--- config.mk ---
export PLATFORM = sky130hd
export DESIGN_NAME = surf4_pps_conditioner
export DESIGN_NICKNAME = d
export VERILOG_FILES = /design/src/rtl/surf4_pps_conditioner.sv
export SDC_FILE = /design/constraint.sdc
export NUM_CORES = 1
export LEC_CHECK = 0
export CELL_PAD_IN_SITES_DETAIL_PLACEMENT = 2
export CELL_PAD_IN_SITES_GLOBAL_PLACEMENT = 2
export CORE_MARGIN = 10
export CORE_UTILIZATION = 40
export CTS_CLUSTER_DIAMETER = 120
export DETAILED_ROUTE_END_ITERATION = 7
export PLACE_DENSITY = 0.92
export RECOVER_POWER = 25
export SYNTH_ARGS = -nofsm -noshare
export SYNTH_HDL_FRONTEND = slang
export SYNTH_SLANG_ARGS = --single-unit
--- constraint.sdc ---
create_clock -name clk_i -period 5.3 [get_ports clk_i]
set_input_delay 1.06 -clock clk_i [delete_from_list [all_inputs] [get_ports clk_i]]
set_output_delay 1.06 -clock clk_i [all_outputs]
set_load 0.1 [all_outputs]
--- src/rtl/surf4_pps_conditioner.sv ---
// surf4_pps_conditioner
//   Turns the raw PPS and external-trigger inputs into clean one-cycle pulses
//   in the control (wbc_clk) domain. The external PPS is trusted only after
//   LOCK_EDGES consecutive intervals fall inside PPS_PERIOD +/- PPS_TOL.
//   When the external PPS is absent or unqualified, an internally timed PPS
//   can take its place.
//
//   Optional feature macro: SURF4_FAKE_PPS_EN
//     defined   : internally timed pulses in FREE, plus one pulse on lock loss
//     undefined : pps_o pulses only on the locking edge and on accepted
//                 edges in LOCKED
//
// Ports
//   clk_i            : control bus clock
//   rst_i            : asynchronous active-high reset
//   pps_i            : raw PPS (asynchronous)
//   ext_trig_i       : raw external trigger (asynchronous)
//   pps_o            : one-cycle PPS pulse
//   ext_trig_o       : one-cycle trigger pulse
//   pps_locked_o     : high while pps_o follows the external PPS
//   pps_loss_count_o : saturating count of lock losses
module surf4_pps_conditioner #(
  parameter int unsigned PPS_PERIOD   = 33333333,
  parameter int unsigned PPS_TOL      = 3333,
  parameter int unsigned LOCK_EDGES   = 2,
  parameter int unsigned TRIG_HOLDOFF = 1000
) (
  input  logic       clk_i,
  input  logic       rst_i,
  input  logic       pps_i,
  input  logic       ext_trig_i,
  output logic       pps_o,
  output logic       ext_trig_o,
  output logic       pps_locked_o,
  output logic [7:0] pps_loss_count_o
);

  localparam logic [31:0] WIN_LO = 32'(PPS_PERIOD - PPS_TOL);
  localparam logic [31:0] WIN_HI = 32'(PPS_PERIOD + PPS_TOL);
  localparam logic [31:0] TMO    = WIN_HI + 32'd1;

  localparam int unsigned GW = (LOCK_EDGES > 0) ? $clog2(LOCK_EDGES + 1) : 1;
  localparam logic [GW-1:0] LOCK_LAST = GW'(LOCK_EDGES - 1);

  localparam int unsigned HW = (TRIG_HOLDOFF > 0) ? $clog2(TRIG_HOLDOFF + 1) : 1;
  localparam logic [HW-1:0] HOLD = HW'(TRIG_HOLDOFF);

`ifdef SURF4_FAKE_PPS_EN
  localparam int unsigned PW = (PPS_PERIOD > 1) ? $clog2(PPS_PERIOD) : 1;
  localparam logic [PW-1:0] PH_TERM = PW'(PPS_PERIOD - 1);
  localparam logic [PW-1:0] PH_ONE  = PW'(1);
`endif

  typedef enum logic {FREE, LOCKED} state_t;

  state_t         state;
  logic [2:0]     pps_sync;
  logic [2:0]     trig_sync;
  logic           pps_edge;
  logic           trig_edge;
  logic [31:0]    since;
  logic [GW-1:0]  good_cnt;
  logic [HW-1:0]  holdoff;
  logic           interval_good;
`ifdef SURF4_FAKE_PPS_EN
  logic [PW-1:0]  phase;
`endif

  // [0],[1] form the synchronizer; [2] is the previous synchronized value
  // used by the registered rising-edge detector.
  always_ff @(posedge clk_i or posedge rst_i) begin
    if (rst_i) begin
      pps_sync  <= '0;
      trig_sync <= '0;
      pps_edge  <= 1'b0;
      trig_edge <= 1'b0;
    end else begin
      pps_sync  <= {pps_sync[1:0], pps_i};
      trig_sync <= {trig_sync[1:0], ext_trig_i};
      pps_edge  <= pps_sync[1] & ~pps_sync[2];
      trig_edge <= trig_sync[1] & ~trig_sync[2];
    end
  end

  assign interval_good = (since >= WIN_LO) && (since <= WIN_HI);

  always_ff @(posedge clk_i or posedge rst_i) begin
    if (rst_i) begin
      state            <= FREE;
      since            <= '1;
      good_cnt         <= '0;
      pps_o            <= 1'b0;
      pps_locked_o     <= 1'b0;
      pps_loss_count_o <= '0;
`ifdef SURF4_FAKE_PPS_EN
      phase            <= '0;
`endif
    end else begin
      pps_o <= 1'b0;
      if (since != '1) since <= since + 32'd1;

      case (state)
        FREE: begin
`ifdef SURF4_FAKE_PPS_EN
          if (phase == PH_TERM) begin
            phase <= '0;
            pps_o <= 1'b1;
          end else begin
            phase <= phase + PH_ONE;
          end
`endif
          if (pps_edge) begin
            since <= 32'd1;
            if (interval_good) begin
              // This edge is the LOCK_EDGES-th good interval in a row.
              // A coincident terminal phase merges into this single pulse.
              if (good_cnt == LOCK_LAST) begin
                state        <= LOCKED;
                pps_o        <= 1'b1;
                pps_locked_o <= 1'b1;
                good_cnt     <= '0;
`ifdef SURF4_FAKE_PPS_EN
                phase        <= '0;
`endif
              end else begin
                good_cnt <= good_cnt + GW'(1);
              end
            end else begin
              good_cnt <= '0;
            end
          end
        end

        LOCKED: begin
`ifdef SURF4_FAKE_PPS_EN
          phase <= '0;
`endif
          // Early edges are glitches: since keeps running so the real
          // edge that follows is still measured from the last good one.
          if (pps_edge && (since >= WIN_LO)) begin
            pps_o <= 1'b1;
            since <= 32'd1;
          end else if (since == TMO) begin
            state        <= FREE;
            pps_locked_o <= 1'b0;
            good_cnt     <= '0;
            if (pps_loss_count_o != 8'hFF)
              pps_loss_count_o <= pps_loss_count_o + 8'd1;
`ifdef SURF4_FAKE_PPS_EN
            pps_o        <= 1'b1;
`endif
          end
        end

        default: state <= FREE;
      endcase
    end
  end

  always_ff @(posedge clk_i or posedge rst_i) begin
    if (rst_i) begin
      holdoff    <= '0;
      ext_trig_o <= 1'b0;
    end else begin
      ext_trig_o <= 1'b0;
      if (holdoff != '0) begin
        holdoff <= holdoff - HW'(1);
      end else if (trig_edge) begin
        ext_trig_o <= 1'b1;
        holdoff    <= HOLD;
      end
    end
  end

endmodule

==> flow_summary.yaml <==
outcome:
  status: "completed"
global_route:
  grt_pass1_vias: 2855
  grt.overflow.total: 0
  grt_max_degree: 65
  track_usage_pct: 14.3
  antenna_found_initial: 0
  grt_first_pass_wirelength_microns: 14800
placement:
  routabilityCongestion: 0.756
  dpl.cell_count: 443
  dp_hpwl_microns: 5850
  numPortBuffers: 14
  place_area_sq_um: 3580
  pre_cts_slack_ns: 2.63
cts:
  cts_setup_buffers: 0
  cts_resized: 0
  clock_latency_ns: 0.34
  clk_path_buf_depth: 2
  cts_hold_buf: 0
  cts_tree: "done"
  clkSlewWorstSetupHoldPaths_ns: 0.08
  numCtsBuffers: 9
  cts-root-buf: "clkbuf_8"
  htreeDepth: 3
  cts.sinks: 64
floorplanning:
  die_area_sq_um: 12400
  pin_count: 15
  coreArea_sq_um: 8180
  start_util_pct: 40.9
  dieHeight_microns: 111
  rows: 33
  die_w_microns: 111
synth:
  yosys_most_used_dff: "dfstp_2"
  synth_cell_types: 54
  synth_cells: 331
  synthArstFlopShare_pct: 100
  yosys_warnings: 0
  synth_enable_flop_cells: 0
  syn_area_sq_um: 3340
  ys_seq_area_share_pct: 49.1
  avgSynthCellArea_sq_um: 10.1
  synth_seq_cells: 64
  synthesis.nets: 339
cells_and_area:
  final_area_sq_um: 3800
  multi_input_area_sq_um: 1610
  num-nets-final: 357
  area_growth_pct: 13.7
  drive_gt1_share_pct: 20.3
  final_cells: 459
  final_core_util_pct: 46.5
  num_antenna_cells: 0
  seqCellArea_sq_um: 1640
  n_fill_cell: 879
drt:
  dr_total_vias: 2549
  drt_wl_total_microns: 8380
  drtIter0Drc: 110
  wl_per_cell_microns: 18.2
  vias_per_cell: 5.55
  dr.pass1.iters: 4
  postRouteAntennaNets: 0
  drcViolationCount: 0
power:
  combPwrFrac_pct: 12.1
  p_clk_share_pct: 37.9
  p_int_mw: 0.876
  ir_worst_vdd_mv: 0.103
  p_leak_nw: 1.53
  netSwitchingFraction_pct: 28.3
  switching_power_mw: 0.346
  power_mw: 1.22
  power_frac_seq_pct: 50.0
  cellPowerDensity_nw_per_um2: 321
timing:
  drv_slew: 0
  tns_ns: 0
  fin_skew_ns: 0.00981
  period_minus_slack_ns: 3.03
  fmax_mhz: 330
  setup_viol: 0
  fin_crit_sh_pct: 57.1
  tightest_slew_ns: 0.973
  hold_violations: 0
  rsz0062_at_grt: "false"
  holdWs_ns: 0.342
  slew_headroom_pct: 34.9
  worst_slack_ns: 2.27
worst_setup_path:
  required_ns: 4.24
  critPathKind: "reg2out"
  max_stage_delay_ns: 1.17
  endpoint_kind: "primary output"
  cp-start-kind: "flip-flop"
  critical_path.top_delay_family: "buffers and inverters"
  crit_arrival_ns: 1.97
  cp_cell_sequence: "clkdlybuf4s50_1"
  crit_buf_inv: 1
  slowest_stage: "clkdlybuf4s50_1"
  cp_max_fo: 5
job:
  drv_cap: 0
min_path:
  hp-class: "reg2reg"
-- power groups by stage --
stage	Sequential [mW]	Combinational [mW]	Clock, mW
floorplan	0.596	0.118	0
global placement	0.613	0.137	0
detailed placement	0.621	0.150	0
CTS	0.612	0.151	0.476
global route	0.623	0.173	0.503
finish	0.612	0.148	0.463
-- cell usage in the layout, fill, tap and decap left out, drive strengths merged, types with 10 or more instances in the layout --
cell type / synthesis / layout
xnor2: 19 / 19
a21oi: 10 / 10
dfstp: 32 / 32
nand3: 18 / 18
inv: 13 / 12
xor2: 16 / 16
nor3: 11 / 11
clkdlybuf4s50: 0 / 11
nor2: 56 / 56
dfrtp: 32 / 32
nand4: 12 / 12
nand2: 19 / 19
-- cell usage after synthesis (3+ instances only) --
master	number	area, sq um
nand2b_1	4	25.0
xor2_1	16	140
a31oi_1	3	18.8
nor3b_1	3	22.5
dfstp_2	32	841
nand4_1	9	56.3
nand4_2	3	37.5
nand3_1	18	90.1
nor2_1	56	210
inv_1	13	48.8
a21oi_1	9	45.0
nor3_1	8	40.0
ha_1	4	50.1
mux2_2	3	33.8
and3_1	8	50.1
o21ai_0	9	45.0
buf_2	7	35.0
xnor2_1	19	166
nor4_1	5	31.3
or3_1	3	18.8
nand2_1	19	71.3
and4_1	5	43.8
nor3_2	3	30.0
dfrtp_1	32	801
-- per-layer routing --
metal  routed length (microns)  vias up  share of wire [%]  GRT usage [%]
met5                         0        -                  0              0
met4                        75        0               0.90           4.03
met3                       273        6                3.3           4.03
met2                      4500       30                 54           25.6
met1                      3530     1313                 42           16.1
li1                          -     1200                  -              -
-- logic make-up (layout without fill, tap and decap cells) --
family	count (synthesis)	in the layout	synth area share [%]
multiplexers	5	5	1.61
flip-flops	64	64	49.1
adder cells (fa/ha/maj)	4	4	1.50
buffers and inverters	22	45	2.88
AND/OR/NAND/NOR	160	160	26.9
AO/OA/AOI/OAI	41	41	8.90
XOR/XNOR	35	35	9.17
-- state kept, by name (all words and copies together), names as in the netlist --
signal and cells:
pps_o 1, state 1, pps_edge 1, trig_edge 1, holdoff 10, since 32, ext_trig_o 1, pps_locked_o 1
pps_loss_count_o 8, good_cnt 2, trig_sync 3, pps_sync 3
-- path summary, 6_finish.rpt --
kind	slack [ns]	cells past startpoint	end	from
hold reg to reg	0.34	0	pps_sync[1]	pps_sync[0]
hold / removal	0.34	0	pps_sync[1]	pps_sync[0]
setup / recovery	2.27	1	pps_loss_count_o[2]	pps_loss_count_o[2]
max in group asynchronous	3.36	3	pps_sync[0]	rst_i
setup reg to reg	2.88	6	since[2]	since[1]
min in group asynchronous	1.39	3	ext_trig_o	rst_i
-- layout make-up --
type / count / area share [%]
clock inverter: 7 / 2.53
tap: 105 / 3.45
sequential: 64 / 43.2
multi-input combinational: 245 / 42.2
timing repair buffer: 16 / 4.08
inverter: 13 / 1.28
clock buffer: 9 / 3.26
No activity file was read; power rests on OpenSTA's default activity.
